==> src/rtl/dram_ctrl_pkg.sv <==
// Shared definitions for the DRAM command scheduler: command encodings,
// scheduler state enum and the default geometry/timing constants.
package dram_ctrl_pkg;

    localparam int DEF_NUM_OF_BANKS = 8;
    localparam int DEF_NUM_OF_ROWS  = 128;
    localparam int DEF_NUM_OF_COLS  = 8;

    localparam int DEF_T_RCD  = 2;
    localparam int DEF_T_RP   = 2;
    localparam int DEF_T_CL   = 2;
    localparam int DEF_T_RFC  = 8;
    localparam int DEF_T_REFI = 256;

    typedef enum logic [2:0] {
        CMD_NOP  = 3'd0,
        CMD_ACT  = 3'd1,
        CMD_RD   = 3'd2,
        CMD_WR   = 3'd3,
        CMD_PRE  = 3'd4,
        CMD_PREA = 3'd5,
        CMD_REF  = 3'd6
    } cmd_e;

    typedef enum logic [2:0] {
        ST_IDLE       = 3'd0,
        ST_PRE_W      = 3'd1,
        ST_ACT_W      = 3'd2,
        ST_ACC_W      = 3'd3,
        ST_REF_PREA_W = 3'd4,
        ST_REF_W      = 3'd5
    } state_e;

    function automatic int max_of(input int a, input int b);
        return (a > b) ? a : b;
    endfunction

endpackage

==> src/rtl/dram_refresh_timer.sv <==
// Free-running refresh interval counter; raises ref_pending on each wrap
// and holds it until the scheduler reports the refresh finished.
module dram_refresh_timer #(
    parameter int T_REFI = 256
) (
    input  logic clk,
    input  logic rst_b,
    input  logic ref_done,
    output logic ref_pending
);

    localparam int CNT_W = (T_REFI > 1) ? $clog2(T_REFI) : 1;
    localparam logic [CNT_W-1:0] LAST = CNT_W'(T_REFI - 1);

    logic [CNT_W-1:0] ref_cnt;
    logic             wrap;

    assign wrap = (ref_cnt == LAST);

    // A wrap while a refresh is still outstanding is simply absorbed.
    always_ff @(posedge clk or negedge rst_b) begin
        if (!rst_b) begin
            ref_cnt     <= '0;
            ref_pending <= 1'b0;
        end else begin
            ref_cnt <= wrap ? '0 : ref_cnt + CNT_W'(1);
            if (ref_done) begin
                ref_pending <= 1'b0;
            end else if (wrap) begin
                ref_pending <= 1'b1;
            end
        end
    end

endmodule

==> src/rtl/dram_cmd_sched.sv <==
// Single-request DRAM command scheduler with open-page tracking and
// periodic all-bank refresh.
//
// state         | meaning
// --------------+--------------------------------------------------
// ST_IDLE       | ready for a request, or starting a due refresh
// ST_PRE_W      | PRE issued for a row conflict, waiting T_RP
// ST_ACT_W      | ACT issued, waiting T_RCD before RD/WR
// ST_ACC_W      | RD/WR issued, waiting T_CL before rsp_valid
// ST_REF_PREA_W | PREA issued ahead of refresh, waiting T_RP
// ST_REF_W      | REF issued, waiting T_RFC
module dram_cmd_sched
    import dram_ctrl_pkg::*;
#(
    parameter int NUM_OF_BANKS = DEF_NUM_OF_BANKS,
    parameter int NUM_OF_ROWS  = DEF_NUM_OF_ROWS,
    parameter int NUM_OF_COLS  = DEF_NUM_OF_COLS,
    parameter int T_RCD        = DEF_T_RCD,
    parameter int T_RP         = DEF_T_RP,
    parameter int T_CL         = DEF_T_CL,
    parameter int T_RFC        = DEF_T_RFC,
    parameter int T_REFI       = DEF_T_REFI,
    localparam int BW          = $clog2(NUM_OF_BANKS),
    localparam int RW          = $clog2(NUM_OF_ROWS),
    localparam int CW          = $clog2(NUM_OF_COLS)
) (
    input  logic          clk,
    input  logic          rst_b,
    input  logic          req_valid,
    output logic          req_ready,
    input  logic          req_rw,
    input  logic [BW-1:0] req_bank,
    input  logic [RW-1:0] req_row,
    input  logic [CW-1:0] req_col,
    output logic          cmd_valid,
    output logic [2:0]    cmd,
    output logic [BW-1:0] cmd_bank,
    output logic [RW-1:0] cmd_row,
    output logic [CW-1:0] cmd_col,
    output logic          rsp_valid,
    output logic          busy
);

    localparam int T_MAX = max_of(max_of(T_RCD, T_RP), max_of(T_CL, T_RFC));
    localparam int TW    = (T_MAX > 1) ? $clog2(T_MAX) : 1;

    state_e                  state;
    logic [TW-1:0]           wait_cnt;
    logic                    acc_rw;
    logic [BW-1:0]           acc_bank;
    logic [RW-1:0]           acc_row;
    logic [CW-1:0]           acc_col;
    logic [NUM_OF_BANKS-1:0] open_valid;
    logic [RW-1:0]           open_row [NUM_OF_BANKS];
    logic                    ref_pending;
    logic                    ref_done;
    logic                    bank_open;
    logic                    row_hit;

    assign req_ready = (state == ST_IDLE) && !ref_pending;
    assign busy      = (state != ST_IDLE);
    assign ref_done  = (state == ST_REF_W) && (wait_cnt == '0);
    assign bank_open = open_valid[req_bank];
    assign row_hit   = bank_open && (open_row[req_bank] == req_row);

    dram_refresh_timer #(
        .T_REFI (T_REFI)
    ) u_refresh_timer (
        .clk         (clk),
        .rst_b       (rst_b),
        .ref_done    (ref_done),
        .ref_pending (ref_pending)
    );

    // Command outputs default to NOP each cycle; only issuing branches override.
    always_ff @(posedge clk or negedge rst_b) begin
        if (!rst_b) begin
            state      <= ST_IDLE;
            wait_cnt   <= '0;
            cmd_valid  <= 1'b0;
            cmd        <= CMD_NOP;
            cmd_bank   <= '0;
            cmd_row    <= '0;
            cmd_col    <= '0;
            rsp_valid  <= 1'b0;
            acc_rw     <= 1'b0;
            acc_bank   <= '0;
            acc_row    <= '0;
            acc_col    <= '0;
            open_valid <= '0;
            for (int i = 0; i < NUM_OF_BANKS; i++) begin
                open_row[i] <= '0;
            end
        end else begin
            cmd_valid <= 1'b0;
            cmd       <= CMD_NOP;
            cmd_bank  <= '0;
            cmd_row   <= '0;
            cmd_col   <= '0;
            rsp_valid <= 1'b0;
            case (state)
                ST_IDLE: begin
                    if (ref_pending) begin
                        cmd_valid  <= 1'b1;
                        open_valid <= '0;
                        if (|open_valid) begin
                            cmd      <= CMD_PREA;
                            wait_cnt <= TW'(T_RP - 1);
                            state    <= ST_REF_PREA_W;
                        end else begin
                            cmd      <= CMD_REF;
                            wait_cnt <= TW'(T_RFC - 1);
                            state    <= ST_REF_W;
                        end
                    end else if (req_valid) begin
                        acc_rw    <= req_rw;
                        acc_bank  <= req_bank;
                        acc_row   <= req_row;
                        acc_col   <= req_col;
                        cmd_valid <= 1'b1;
                        cmd_bank  <= req_bank;
                        if (row_hit) begin
                            cmd      <= req_rw ? CMD_WR : CMD_RD;
                            cmd_row  <= req_row;
                            cmd_col  <= req_col;
                            wait_cnt <= TW'(T_CL - 1);
                            state    <= ST_ACC_W;
                        end else if (bank_open) begin
                            cmd                  <= CMD_PRE;
                            open_valid[req_bank] <= 1'b0;
                            wait_cnt             <= TW'(T_RP - 1);
                            state                <= ST_PRE_W;
                        end else begin
                            cmd                  <= CMD_ACT;
                            cmd_row              <= req_row;
                            open_valid[req_bank] <= 1'b1;
                            open_row[req_bank]   <= req_row;
                            wait_cnt             <= TW'(T_RCD - 1);
                            state                <= ST_ACT_W;
                        end
                    end
                end
                ST_PRE_W: begin
                    if (wait_cnt != '0) begin
                        wait_cnt <= wait_cnt - TW'(1);
                    end else begin
                        cmd_valid            <= 1'b1;
                        cmd                  <= CMD_ACT;
                        cmd_bank             <= acc_bank;
                        cmd_row              <= acc_row;
                        open_valid[acc_bank] <= 1'b1;
                        open_row[acc_bank]   <= acc_row;
                        wait_cnt             <= TW'(T_RCD - 1);
                        state                <= ST_ACT_W;
                    end
                end
                ST_ACT_W: begin
                    if (wait_cnt != '0) begin
                        wait_cnt <= wait_cnt - TW'(1);
                    end else begin
                        cmd_valid <= 1'b1;
                        cmd       <= acc_rw ? CMD_WR : CMD_RD;
                        cmd_bank  <= acc_bank;
                        cmd_row   <= acc_row;
                        cmd_col   <= acc_col;
                        wait_cnt  <= TW'(T_CL - 1);
                        state     <= ST_ACC_W;
                    end
                end
                ST_ACC_W: begin
                    if (wait_cnt != '0) begin
                        wait_cnt <= wait_cnt - TW'(1);
                    end else begin
                        rsp_valid <= 1'b1;
                        state     <= ST_IDLE;
                    end
                end
                ST_REF_PREA_W: begin
                    if (wait_cnt != '0) begin
                        wait_cnt <= wait_cnt - TW'(1);
                    end else begin
                        cmd_valid <= 1'b1;
                        cmd       <= CMD_REF;
                        wait_cnt  <= TW'(T_RFC - 1);
                        state     <= ST_REF_W;
                    end
                end
                ST_REF_W: begin
                    if (wait_cnt != '0) begin
                        wait_cnt <= wait_cnt - TW'(1);
                    end else begin
                        open_valid <= '0;
                        state      <= ST_IDLE;
                    end
                end
                default: state <= ST_IDLE;
            endcase
        end
    end

endmodule

==> config.mk <==
export PLATFORM = sky130hd
export DESIGN_NAME = dram_cmd_sched
export DESIGN_NICKNAME = d
export VERILOG_FILES = /design/src/rtl/dram_ctrl_pkg.sv /design/src/rtl/dram_refresh_timer.sv /design/src/rtl/dram_cmd_sched.sv
export SDC_FILE = /design/constraint.sdc
export NUM_CORES = 1
export LEC_CHECK = 0
export CAP_MARGIN = 20
export CORE_UTILIZATION = 35
export CTS_BUF_LIST = sky130_fd_sc_hd__clkbuf_8
export CTS_CLUSTER_SIZE = 14
export DETAILED_ROUTE_END_ITERATION = 12
export PLACE_DENSITY_LB_ADDON = 0.25
export SETUP_SLACK_MARGIN = 0.02
export SYNTH_ARGS = -nofsm -noshare
export SYNTH_HDL_FRONTEND = slang
export SYNTH_SLANG_ARGS = --single-unit
==> constraint.sdc <==
create_clock -name clk -period 2.8 [get_ports clk]
set_clock_uncertainty 0.2 [all_clocks]
set_input_delay 0.56 -clock clk [delete_from_list [all_inputs] [get_ports clk]]
set_output_delay 0.56 -clock clk [all_outputs]
set_load 0.02 [all_outputs]
Word-level counts from Yosys, hierarchy flattened
Cells that the tools add are included.
{"block": "totals", "reg_bits": 111, "in_bits": 17, "output_inout_bits": 20}
{"block": "classes", "add_sub_neg": 2, "n_lt_le_gt_ge": 8, "eq_ne": 19, "n_mux": 79, "bitwise_logic": 7, "n_reduce_logical": 25}
{"operator": "two-way mux 56 bit", "n": 5}
{"operator": "bitwise mux 56 bit", "n": 2}
{"operator": "one-hot mux 56 bit (2 select lines)", "n": 1}
{"operator": "two-way mux 3 bit", "n": 24}
{"operator": "two-way mux 7 bit", "n": 9}
{"operator": "two-way mux 8 bit", "n": 7}
{"operator": "demux 7 bit (select 3 bit)", "n": 2}
{"operator": "one-hot mux 3 bit (4 select lines)", "n": 2}
{"operator": "one-hot mux 8 bit (3 select lines)", "n": 1}
{"operator": "binary-select mux 7 bit (select 3 bit)", "n": 1}
{"operator": "!= test 2 bit (second input constant)", "n": 9}
{"operator": "bitwise OR 8 bit", "n": 2}
{"operator": "one-hot mux 3 bit (5 select lines)", "n": 1}
{"operator": "one-hot mux 7 bit (2 select lines)", "n": 1}
{"operator": "two-way mux 1 bit", "n": 13}
{"operator": "one-hot mux 3 bit (2 select lines)", "n": 2}
{"operator": "AND reduction 5 bit", "n": 2}
{"operator": "nonzero test 3 bit", "n": 3}
{"operator": "adder 8 x 1 -> 8 bit (second input constant)", "n": 1}
{"operator": "bitwise AND 8 bit", "n": 1}
{"operator": "== test 8 bit (second input constant)", "n": 1}
{"operator": ">= comparator 4 bit (second input constant)", "n": 2}
{"operator": "less-than comparator 3 x 4 -> 1 bit (second input constant)", "n": 2}
{"operator": "less-than comparator 4 x 1 -> 1 bit (second input constant)", "n": 2}
{"operator": "other kinds (25)", "n": 44}

Longest topological paths before layout
{"block": "depth", "depth_word": 11, "mapped_depth": 12, "ltp_nobuf": 8}

Cells and area by module
A second synthesis with hierarchy kept.
{"block": "unflattened", "hier_cells": 583, "hier_area_um2": 6014.5}
{"mod": "dram_cmd_sched", "instances": 1, "cells_per_inst": 553, "area_each_um2": 5629.1, "seq_area_each_um2": 2552.4}
{"mod": "dram_refresh_timer", "instances": 1, "cells_per_inst": 30, "area_each_um2": 385.4, "seq_area_each_um2": 225.2}

Worst setup path after synthesis
Ideal clock, no wire load.
{"block": "synth_path", "path_kind": "in2reg", "startpoint": "input port req_bank[0]", "endpoint": "register open_row[27] (netlist name)", "arrival_ns": 2.618, "t_required_ns": 2.481, "path_slack_ns": -0.136, "path_stages": 9, "path_buffers": 3, "cell_sequence": "buf_2 buf_2 mux4_2 nor4_4 o21ai_4 nor2_2 buf_4 o221ai_1 o21a_1"}
{"block": "synth_between", "elab_chain_len": 11}
{"element": "start: declaration", "line_no": "dram_cmd_sched.sv:32", "text": "input logic [BW-1:0] req_bank,"}
{"element": "NOT 3 -> 4 bit (not written as such)", "line_no": "dram_cmd_sched.sv:64, dram_cmd_sched.sv:137"}
{"element": ">= comparator 4 bit (not written as such) / less-than comparator 4 x 1 -> 1 bit (equally long branches)", "line_no": "dram_cmd_sched.sv:137", "text": "open_row[req_bank] <= req_row;"}
{"element": "logical AND 1 bit (not written as such)", "line_no": "dram_cmd_sched.sv:137"}
{"element": "two-way mux 7 bit (not written as such)", "line_no": "dram_cmd_sched.sv:137"}
{"element": "demux 7 bit (select 3 bit)", "line_no": "dram_cmd_sched.sv:137"}
{"element": "bitwise mux 56 bit", "line_no": "dram_cmd_sched.sv:137"}
{"element": "two-way mux 56 bit", "line_no": "dram_cmd_sched.sv:128", "text": "end else if (bank_open) begin"}
{"element": "two-way mux 56 bit", "line_no": "dram_cmd_sched.sv:122", "text": "if (row_hit) begin"}
{"element": "two-way mux 56 bit", "line_no": "dram_cmd_sched.sv:115", "text": "end else if (req_valid) begin"}
{"element": "two-way mux 56 bit", "line_no": "dram_cmd_sched.sv:103", "text": "if (ref_pending) begin"}
{"element": "one-hot mux 56 bit (2 select lines)", "line_no": "dram_cmd_sched.sv:101", "text": "case (state)"}
{"element": "end signal: indexed assignment", "line_no": "dram_cmd_sched.sv:137"}
{"element": "end signal: indexed assignment", "line_no": "dram_cmd_sched.sv:152", "text": "open_row[acc_bank] <= acc_row;"}
{"element": "end: declaration", "line_no": "dram_cmd_sched.sv:54", "text": "logic [RW-1:0] open_row [NUM_OF_BANKS];"}
Parallel ways exist; a longest one is shown, timed or not. The select of a mux whose other input is x is not followed.
A chain may end at the register's enable or synchronous reset.

Final worst setup path
{"block": "layout_path", "startpoint": "input port req_bank[1]", "endpoint": "register open_valid[6]"}
{"block": "layout_between", "elab_chain_len": 11}
{"element": "less-than comparator 3 x 4 -> 1 bit (not written as such) / >= comparator 3 x 1 -> 1 bit (equally long branches)", "line_no": "dram_cmd_sched.sv:130, dram_cmd_sched.sv:136"}
{"element": "logical AND 1 bit (not written as such)", "line_no": "dram_cmd_sched.sv:130, dram_cmd_sched.sv:136"}
{"element": "two-way mux 1 bit (not written as such)", "line_no": "dram_cmd_sched.sv:130, dram_cmd_sched.sv:136"}
{"element": "demux 1 bit (select 3 bit)", "line_no": "dram_cmd_sched.sv:130, dram_cmd_sched.sv:136"}
{"element": "NOT 8 bit (no source line)"}
{"element": "bitwise AND 8 bit (no source line)"}
{"element": "two-way mux 8 bit", "line_no": "dram_cmd_sched.sv:128"}
{"element": "two-way mux 8 bit", "line_no": "dram_cmd_sched.sv:122"}
{"element": "two-way mux 8 bit", "line_no": "dram_cmd_sched.sv:115"}
{"element": "two-way mux 8 bit", "line_no": "dram_cmd_sched.sv:103"}
{"element": "one-hot mux 8 bit (3 select lines)", "line_no": "dram_cmd_sched.sv:101"}
{"element": "end signal: assignment", "line_no": "dram_cmd_sched.sv:105", "text": "open_valid <= '0;"}
{"element": "end signal: indexed assignment", "line_no": "dram_cmd_sched.sv:130", "text": "open_valid[req_bank] <= 1'b0;"}
{"element": "end signal: indexed assignment", "line_no": "dram_cmd_sched.sv:136", "text": "open_valid[req_bank] <= 1'b1;"}
{"element": "end: declaration", "line_no": "dram_cmd_sched.sv:53", "text": "logic [NUM_OF_BANKS-1:0] open_valid;"}
Parallel ways exist; a longest one is shown, timed or not. The select of a mux whose other input is x is not followed.

==> impl.org <==
** Clocking
- Maximum clock insertion buffer count :: 2
- Clk slew on worst S/H paths :: 130 ps
- Clock root buffer :: sky130_fd_sc_hd__clkbuf_8
- Clock Sink Count :: 111
- TritonCTS clock tree :: yes
- Post-cts hold buffer count :: 0
- TritonCTS buffer count :: 9
- Latest clock arrival within the worst-skew pair :: 410 ps
- Maximum level of the CTS H-tree :: 3

** Route
- Total detailed-routing wirelength :: 17.8 mm
- The first detailed-routing pass ran for 6 iterations.
- Vias per Instance :: 5.72
- In the final routed layout, each cell accounts on average for 19.1 um.
- Drt drc :: 0
- Vias after detailed routing :: 5342
- In this run the remaining antenna-violating nets after routing total 0.
- DRT iter0 DRCs :: 358

** Floorplanning
- The floorplan has 47 rows.
- For this configuration, the core starts out at a cell density of 0.357.
- Die area :: 17500 um^2
- Total I/O pin count :: 37
- Die height :: 132 um
- The total area inside the core boundary comes to 16600 um^2.
- Measured along the x axis, the die boundary spans 132 um.

** Global route
- For this run the aggregate overflow at the end of global routing stands at 0.
- The number of antenna violations at the first check in global routing came to 0.
- Gr usage total :: 0.215
- The number of global-route vias before repair was 5447.
- Pin count of the biggest net entering global routing :: 50
- Wire length of the first global-routing pass :: 29.2 mm

** Power and ir drop
- Internal power consumption :: 3.76 mW
- Of the total power, combinational logic draws 0.413.
- Leak Pwr :: 3.27 nW
- Peak supply drop :: 0.457 mV
- Net switching power of the design :: 2.48 mW
- Proportion of power drawn by flip-flops and latches :: 0.430
- Sw Share :: 0.397
- Clock share of power :: 0.158
- For this design the ratio of total power to cell area is 810 nW/um^2.

** STA
- At the pin with the least slew margin, the transition time is 796 ps.
- Headroom to the max-slew limit came out at 0.468.
- Hold timing on the final database bottoms out at a slack of -15.9 ps.
- Derived from the worst setup path, the maximum achievable clock frequency is 374 MHz.
- Final Cycle Share :: 0.955
- The count of final hold-check violations came to 5.
- Post-layout min period :: 2670 ps
- Setup violation total in the final timing report :: 0
- Number of max-slew violations in the final report :: 0
- Smallest setup slack after layout :: 126 ps
- Setup repair after global routing left no endpoint under its margin.

** Setup path
- In this design, the critical path's most frequently occurring cell is sky130_fd_sc_hd__buf_12.
- Biggest fanout along the worst timing path :: 7
- Type of the worst setup path :: input port to register
- The signal on the critical path passes through buf_2 -> buf_12 -> mux2_4 -> mux4_2 -> nor4_4 -> buf_4 -> o21ai_4 -> buf_12 -> nor2_4 -> buf_12 -> buf_6 -> a211oi_2 -> a21oi_2.
- Kind of capture point of the worst setup path :: register
- On the critical path, the stage with the largest delay is an instance of sky130_fd_sc_hd__mux4_2.
- STA puts the critical path data arrival time at 2800 ps.
- The largest single stage delay on the critical path is 500 ps.
- The worst setup path is launched from an input port.
- Data on the critical path is required at its endpoint by 2930 ps.

** Placed design
- At the end of routability-driven placement, the weighted congestion stood at 0.888.
- Minimum setup slack after placement :: -720 ps
- After detailed placement, the design holds a cell count of 888.
- Port-buffer cells :: 36
- Post-detail-place hpwl :: 12.4 mm

** Yosys
- Synthesis produced a netlist with a net count of 619.
- Share of synthesized flip-flops with an asynchronous set or reset :: 1.00
- Of the synthesized area, sequential elements account for 0.469.
- Summing every instance area after synthesis gives 5920 um^2.
- Area share of the leading cell type in the synthesized netlist :: 0.469
- Count of warnings emitted by yosys :: 0
- Total of flip-flops plus latches after synthesis :: 111
- Post-synth EDFFs :: 0
- Sorting the synthesized cells by area gives the leading types as sky130_fd_sc_hd__dfrtp_1 47%, sky130_fd_sc_hd__o221ai_1 7.4%, sky130_fd_sc_hd__o21a_1 6.3%.
- Synthesis produced 599 cells.
- sky130_fd_sc_hd__dfrtp_1 takes more of the synthesized area than any other cell.
- Among all flip-flop cells after synthesis, the most frequent one is sky130_fd_sc_hd__dfrtp_1.
- The synthesized netlist contains 52 unique library cells.
- Average size of a mapped cell :: 9.89 um^2

** Cells and area
- Count of inserted antenna diode cells :: 0
- The library cells used most frequently in the layout, excluding fill and tap cells, are 111 x sky130_fd_sc_hd__dfrtp_1, 87 x sky130_fd_sc_hd__nand2_1, 79 x sky130_fd_sc_hd__buf_4.
- Compared with the post-synthesis result, the final layout area differs by 29.9%.
- Final net count :: 729
- Of the cells placed in the final design, the portion with a size suffix greater than 1 is 0.238.
- Non-filler cells, final :: 934
- Count of filler cells inserted in the layout :: 1577
- Commonest non-fill, non-tap cell in the layout :: sky130_fd_sc_hd__dfrtp_1

** Run status
- Outcome :: finished, violations left
- The final reports fail on negative hold slack.

** Flow run
- Max-cap violations in this run came to 0.

** Hold path
- The min-delay analysis places its worst path in the category input port to asynchronous set/reset pin.
[critical path: cells and delay by family]
family                 cells  cell delay (ps)
AO/OA/AOI/OAI              3              260
buffers and inverters      6              820
multiplexers               2              790
AND/OR/NAND/NOR            2              350
[registers in the layout, summed over array words and instances, names as in the netlist]
register / flops
u_refresh_timer.ref_pending: 1
open_row: 56
open_valid: 8
acc_row: 7
cmd_col: 3
acc_bank: 3
acc_rw: 1
rsp_valid: 1
cmd_row: 7
acc_col: 3
state: 3
u_refresh_timer.ref_cnt: 8
wait_cnt: 3
cmd: 3
cmd_valid: 1
cmd_bank: 3
[synthesized netlist by cell type (all sizes together) (6+ instances only)]
master,instances
a211oi,11
a21oi,27
a22o,7
and3,6
buf,21
clkbuf,20
dfrtp,111
mux2i,11
mux4,11
nand2,87
nand3,9
nand3b,8
nor2,79
o21a,50
o21ai,17
o221ai,50
xor2,8
[stage by stage]
stage                     setup TNS, ps  utilization  instance area (um^2)  total power [mW]
after global routing                  0        0.464                  7700              6.63
after detailed placement         -47940        0.423                  7010              5.06
after CTS                             0        0.464                  7690              6.23
after global placement           -44590        0.423                  7010              5.00
final                                 0        0.464                  7700              6.24
after floorplan                       0            -                  5960              4.18
[cell type report]
type                       count  area, um^2  share of cell area
timing repair buffer         138        1360               0.177
sequential                   111        2780               0.361
clock buffer                  10         138              0.0179
clock inverter                 6        62.6             0.00813
multi-input combinational    444        3060               0.398
tap                          220         275              0.0358
inverter                       5        18.8             0.00244
[power by group through the flow]
stage	sequential (mW)	combinational, mW	clock [mW]
floorplan	2.54	1.64	0
global placement	2.69	2.31	0
detailed placement	2.70	2.35	0
CTS	2.66	2.55	1.02
global route	2.74	2.82	1.07
finish	2.68	2.57	0.984
[path summary, 6_finish.rpt]
kind                                                 startpoint                                    to  slack [ps]  cells past startpoint
max                                                 req_bank[1]             open_valid[6]$_DFFE_PN0P_         130                     13
min                                                       rst_b             open_valid[7]$_DFFE_PN0P_         -20                      1
max reg2reg                           open_valid[2]$_DFFE_PN0P_             open_valid[6]$_DFFE_PN0P_         130                     11
min reg2reg                u_refresh_timer.ref_cnt[0]$_DFF_PN0_  u_refresh_timer.ref_cnt[0]$_DFF_PN0_         280                      1
max in group asynchronous                                 rst_b                  cmd_row[1]$_DFF_PN0_        1700                      2
min in group clk           u_refresh_timer.ref_cnt[0]$_DFF_PN0_  u_refresh_timer.ref_cnt[0]$_DFF_PN0_         280                      1
[per-layer routing]
layer | global-route usage | share of wire | vias up
met5 | 0 | 0 | -
met4 | 0.0833 | 0.025 | 0
met3 | 0.0415 | 0.057 | 41
met2 | 0.346 | 0.48 | 202
met1 | 0.286 | 0.44 | 2664
li1 | - | - | 2435
[repair_timing]
item | 4_1_cts | 5_1_grt
buffers inserted | 26 | 0
setup endpoints to repair | 79 | 39
resized for setup | 32 | 9
gates cloned | 5 | 0
pin swaps | 16 | 10
[logic make-up (layout without fill, tap and decap cells)]
logic type	count (synthesis)	in the layout	synth area share
compound gates	183	184	0.230
xor+xnor	13	13	0.0192
fa+ha+maj	3	3	0.00634
buf+inv	46	159	0.0353
flops	111	111	0.469
mux	27	27	0.0699
simple gates	216	217	0.170
No activity file was read; power rests on OpenSTA's default activity.
